`config.mk`:
```
export PLATFORM = sky130hd
export DESIGN_NAME = seq_divider
export DESIGN_NICKNAME = d
export VERILOG_FILES = /design/src/rtl/seq_divider.sv
export SDC_FILE = /design/constraint.sdc
export NUM_CORES = 1
export LEC_CHECK = 0
export ABC_CLOCK_PERIOD_IN_PS = 3000
export CAP_MARGIN = 20
export CORE_MARGIN = 5
export CORE_UTILIZATION = 49
export DETAILED_ROUTE_END_ITERATION = 8
export PLACE_DENSITY = 0.77
export SLEW_MARGIN = 10
export SYNTH_ARGS = -nofsm -noshare
export SYNTH_HDL_FRONTEND = slang
export SYNTH_SLANG_ARGS = --single-unit
```
`constraint.sdc`:
```
create_clock -name clock -period 3 [get_ports clock]
set_clock_uncertainty 0.1 [all_clocks]
set_input_delay 0.6 -clock clock [delete_from_list [all_inputs] [get_ports clock]]
set_output_delay 0.6 -clock clock [all_outputs]
set_load 0.03 [all_outputs]
```
`src/rtl/seq_divider.sv`:
```
// seq_divider: unsigned restoring divider, one quotient bit per clock, with divide-by-zero shortcut.
module seq_divider #(
  parameter int N = 32
) (
  input  logic         clock,
  input  logic         reset,
  input  logic         start,
  input  logic [N-1:0] dividend,
  input  logic [N-1:0] divisor,
  output logic [N-1:0] quotient,
  output logic [N-1:0] remainder,
  output logic         valid,
  output logic         busy,
  output logic         div_by_zero
);
  localparam int CW = $clog2(N + 1);
  typedef enum logic [1:0] {IDLE, CALC, DONE} state_t;
  state_t state;
  logic [CW-1:0] count;
  logic [N-1:0] d;
  logic [N-1:0] q;
  // The partial remainder always ends each step below the divisor, so its
  // top bit is zero and only N bits are stored; the step itself is N+1 wide.
  logic [N-1:0] r;
  logic [N:0] shifted;
  logic [N:0] trial;
  logic neg;
  logic [N-1:0] r_next;
  logic [N-1:0] q_next;
  always_comb begin
    shifted = {r, q[N-1]};
    trial = shifted - {1'b0, d};
    neg = trial[N];
    r_next = neg ? shifted[N-1:0] : trial[N-1:0];
    q_next = {q[N-2:0], ~neg};
  end
  always_ff @(posedge clock) begin
    if (reset) begin
      state <= IDLE;
      count <= '0;
      d <= '0;
      q <= '0;
      r <= '0;
      quotient <= '0;
      remainder <= '0;
      valid <= 1'b0;
      busy <= 1'b0;
      div_by_zero <= 1'b0;
    end else begin
      case (state)
        IDLE, DONE: begin
          if (start && divisor == '0) begin
            state <= DONE;
            quotient <= '1;
            remainder <= dividend;
            div_by_zero <= 1'b1;
            valid <= 1'b1;
          end else if (start) begin
            state <= CALC;
            d <= divisor;
            q <= dividend;
            r <= '0;
            count <= CW'(N);
            busy <= 1'b1;
            valid <= 1'b0;
            div_by_zero <= 1'b0;
          end
        end
        CALC: begin
          r <= r_next;
          q <= q_next;
          count <= count - CW'(1);
          if (count == CW'(1)) begin
            state <= DONE;
            busy <= 1'b0;
            valid <= 1'b1;
            div_by_zero <= 1'b0;
            quotient <= q_next;
            remainder <= r_next;
          end
        end
        default: state <= IDLE;
      endcase
    end
  end
endmodule

```
== Word-level counts from Yosys, hierarchy flattened ==
Cells that the tools add are included.
Storage, ports and cells
  register bits: 171
  bits of input ports: 67
Operators by class
  add/sub/neg operators: 2
  equal/unequal tests: 8
  muxes and demuxes: 29
  bitwise operators: 2
  reductions and logical operators: 11
Operators with widths (number)
  32-bit two-way mux: 9
  32-bit one-hot mux with 2 select lines: 4
  33-bit by 32-bit subtractor with 33-bit output: 1
  32-bit zero test: 1
  6-bit two-way mux: 2
  6-bit one-hot mux with 2 select lines: 1
  3-bit AND reduction: 4
  2-bit inequality test, second input constant: 4
  6-bit by 1-bit == test with 1-bit output, second input constant: 1
  1-bit two-way mux: 6
  2-bit two-way mux: 3
  1-bit one-hot mux with 2 select lines: 3
  6-bit by 1-bit subtractor with 6-bit output, second input constant: 1
  2-bit one-hot mux with 2 select lines: 1
  4-bit AND reduction: 1
  3-bit inequality test, second input constant: 1
  2-bit by 1-bit == test with 1-bit output, second input constant: 1
  2-bit == test, second input constant: 1
  2-bit zero test: 1
  1-bit inverter: 2
  2-bit AND reduction: 1
  2-bit nonzero test: 1
  2-bit OR reduction: 1
  1-bit logical AND: 1

== Logic depth before layout (Yosys ltp) ==
  depth in word-level cells: 4
  mapped depth: 14

== Worst setup path before layout ==
Ideal clock, no wire load.
  path type: reg-to-reg
  from: reg d[13]
  to: reg remainder[9]
  library setup time: 116 ps
  arrival time: 2646 ps
  data required time: 2784 ps
  setup slack: 139 ps
  stages on the path, launching flop included: 15
  buffers on the path: 3
  clock period less this slack: 2861 ps
  path through: dfxtp_1 > inv_1 > ha_1 > buf_6 > a21oi_4 > o21ai_2 > a221oi_2 > o31ai_1 > or3_1 > and3_1 > buf_6 > buf_8 > mux2i_1 > a211oi_1 > a31o_1
Between the ends
  longest elaborated chain between the ends: 4
Ends and longest elaborated chain
  from (decl): line 20  | logic [N-1:0] d;
  from (signal assigned): line 60  | d <= divisor;
  33-bit by 32-bit subtractor with 33-bit output: line 32  | trial = shifted - {1'b0, d};
  32-bit two-way mux: line 34  | r_next = neg ? shifted[N-1:0] : trial[N-1:0];
  32-bit two-way mux: line 73  | if (count == CW'(1)) begin
  32-bit one-hot mux with 2 select lines: line 50  | case (state)
  to (signal assigned): line 55  | remainder <= dividend;
  to (signal assigned): line 79  | remainder <= r_next;
  to (decl): line 11  | output logic [N-1:0] remainder,
No other way between the ends. The select of a mux whose other input is x is not followed.
A chain may end at the register's enable or synchronous reset.

== Worst setup path after layout ==
  from: reg r[22]
  to: reg remainder[11]
Between the ends
  longest elaborated chain between the ends: 4
Ends and longest elaborated chain
  from (decl): line 24  | logic [N-1:0] r;
  from (signal assigned): line 70  | r <= r_next;
  33-bit by 32-bit subtractor with 33-bit output: line 32
  32-bit two-way mux: line 34
  32-bit two-way mux: line 73
  32-bit one-hot mux with 2 select lines: line 50
No other way between the ends. The select of a mux whose other input is x is not followed.

==> results.json <==
{
  "syn_to_final_growth_pct": 40.2,
  "cp.required_ns": 3.27,
  "syn_area_um2": 8680,
  "cpMaxStageDelayCell": "dfxtp_1",
  "yosysUniqueCellTypes": 55,
  "grt_overflow": 0,
  "clk_path_buf_depth": 2,
  "swShare_pct": 38.9,
  "internal_power_uw": 5930,
  "avgSynthCellArea_um2": 8.07,
  "place_congestion": 0.991,
  "pre_cts_slack_ns": -0.188,
  "synth_edf_count": 0,
  "drt-pass1-iter-count": 6,
  "use_met2_pct": 42.4,
  "slew_headroom_pct": 54.7,
  "dieHeight_um": 143,
  "synth-main-ff-cell": "dfxtp_1",
  "setup_violations": 18,
  "ys_seq_elements": 171,
  "critPathLaunchType": "flip-flop",
  "final_area_um2": 12200,
  "outcome": "complete, but fails checks",
  "placed_area_um2": 10800,
  "cp_max_fo": 6,
  "setup_tns_ns": -0.318,
  "p_sw_uw": 3770,
  "dp.cells": 1450,
  "first_iter_violations": 861,
  "met1_usage_pct": 34.4,
  "maxCapViolCount": 0,
  "io_pins": 134,
  "drive_above_1_share_pct": 21.5,
  "synth_fp_nets": 1178,
  "synthArstFlopShare_pct": 0,
  "fin_nets": 1359,
  "cpMostUsedCell": "a21oi_2",
  "totalWireLength_mm": 28.0,
  "yosysWarningCount": 0,
  "hold_viol": 0,
  "leakagePower_uw": 0.00464,
  "port_buffers": 133,
  "p_clk_share_pct": 22.3,
  "synth_cells": 1076,
  "critical_path_class": "flip-flop to flip-flop",
  "worst_slack_ns": -0.0499,
  "worstHoldPathType": "flip-flop to flip-flop",
  "cts_tree": "done",
  "fmax_mhz": 328,
  "crit_buf_inv": 2,
  "rows": 48,
  "cp-end-kind": "flip-flop",
  "antenna_found_initial": 0,
  "pwr-share-seq_pct": 27.2,
  "grt_first_pass_wirelength_mm": 42.7,
  "power.total_uw": 9710,
  "clk_latency_ns": 0.44,
  "wire_per_inst_um": 18.7,
  "antenna_left": 0,
  "hold_buffers": 0,
  "rsz0062_at_grt": "true",
  "critical-path-top-delay-family": "compound AO/OA/AOI/OAI gates",
  "htree_levels": 4,
  "grt_pass1_vias": 8368,
  "instances_no_fill": 1495,
  "die_w_um": 143,
  "seq_area_frac_synth_pct": 39.4,
  "fp.dieArea_um2": 20500,
  "coreArea_um2": 17400,
  "pwr-share-comb_pct": 50.5,
  "report.final.slew_viol_count": 0,
  "cts_buffers": 17,
  "track_usage_pct": 25.9,
  "busiest_layer": "met2",
  "failed_checks": "negative setup slack",
  "fin_crit_sh_pct": 102,
  "tightest_slew_ns": 0.680,
  "fin_crit_ns": 3.05,
  "cts-root-buf": "clkbuf_16",
  "initial_core_util_pct": 50.0,
  "hpwl_mm": 19.3,
  "remaining_drc_errors": 0,
  "antenna_cells": 0,
  "globalRouteMet3Util_pct": 4.09,
  "critical_path_arrival_ns": 3.32,
  "vias": 8866,
  "vdd_drop_max_mv": 0.708,
  "grt_max_degree": 62,
  "clk_pin_slew_ns": 0.07,
  "cts.sinks": 171,
  "crit_chain": "ha_4, a21oi_2, o21ai_2, a221oi_4, o31ai_4, or3_4, and3_4, buf_12, buf_16, mux2i_4, a21o_1, a21oi_2",
  "viasPerCell": 5.93,
  "powerDensity_nw_per_um2": 798,
  "slowest_delay_ns": 0.48
}
==> what timing repair did <==
action | CTS | global route
endpoints found under the setup margin | 37 | 61
gates cloned | 1 | 2
pin swaps | 4 | 39
gates resized for setup | 24 | 94
buffers inserted | 3 | 7
==> state kept, by name, indices dropped and copies added (netlist names) <==
| name | count |
|---|---|
| div_by_zero | 1 |
| r | 32 |
| remainder | 32 |
| quotient | 32 |
| q | 32 |
| busy | 1 |
| d | 32 |
| valid | 1 |
| count | 6 |
| state | 2 |
==> layer usage <==
metal	part of all wire, %	routed length, um
met1	41	11500
met2	48	13600
met4	3.3	916
met5	0	0
met3	7.1	1980
==> stage by stage <==
stage	hold WS (ns)	util, %
6_report	0.354	70.1
3_5_place_dp	0.347	62.2
4_1_cts	0.356	66.6
2_1_floorplan	0.336	-
5_1_grt	0.369	70.1
3_3_place_gp	0.344	62.2
==> cell type report <==
cell class,count,area [um2]
inverters,47,176
fillers,1316,5190
flip-flops and latches,171,3440
clock inverters,15,151
clock buffers,17,425
multi-input cells,782,5410
repair buffers,238,2280
well taps,225,282
==> synthesized netlist by cell type, types with 4 or more instances <==
master	count	area (um2)
mux2i_1	20	200
nand2b_1	7	43.8
a21oi_1	101	505
inv_1	47	176
ha_1	34	425
o221a_2	32	360
dfxtp_1	171	3420
nand2_1	206	773
nor2b_1	7	43.8
o21bai_1	6	45.0
and3_1	4	25.0
a21o_1	17	128
a311oi_1	35	307
a211oi_1	16	120
xor2_1	11	96.3
a31oi_1	8	50.1
o31ai_1	9	67.6
clkbuf_1	64	240
o211ai_1	6	45.0
a31o_1	8	70.1
nor3_1	19	95.1
nand3_1	17	85.1
nor4_1	12	75.1
nand4_1	8	50.1
xnor2_1	21	184
buf_6	4	45.0
nor2_1	72	270
buf_2	6	30.0
o21ai_0	64	320
==> final timing paths <==
path,startpoint,cells past startpoint,endpoint,slack (ns)
setup / recovery,r[22],12,remainder[11],-0.05
hold / removal,d[15],2,d[15],0.35
hold reg to reg,d[15],2,d[15],0.35
setup reg to reg,r[22],12,remainder[11],-0.05
==> cells in the final DEF, fill, tap and decap left out, drive strengths merged, types with 16 or more instances in the layout <==
cell type and count:
inv 54, nand3 17, a211oi 16, nor2 72, nor3 19, dfxtp 171
clkdlybuf4s50 132, o21ai 67, mux2i 20, buf 104, a311oi 35, nand2 206
a21oi 105, xnor2 21, clkbuf 19, ha 34, a21o 17, o221a 32
==> kinds of logic (layout without fill, tap and decap cells) <==
family	count (synthesis)	after routing	share of synthesized area (%)
muxes	21	21	2.44
adders and majority gates	35	35	5.13
xor gates and xnor gates	32	32	3.23
buffers and inverters	123	317	5.88
AOI/OAI and AO/OA	328	328	25.9
and+or+nand+nor	366	366	18.0
DFF	171	171	39.4
==> worst min-delay path, delay by kind of cell (launching register included) <==
| kind | cells | cell delay [ns] |
|---|---|---|
| compound gates | 1 | 0.05 |
| flops | 1 | 0.32 |
| simple gates | 1 | 0.05 |
==> power groups by stage <==
stage	clock (uW)	combinational (uW)	sequential (uW)
after floorplan	0	2280	2650
after global placement	0	3490	2650
after detailed placement	0	3510	2650
after CTS	2180	3910	2610
after global routing	2290	5210	2660
final	2170	4900	2640
Power figures use the tool's default switching activity.
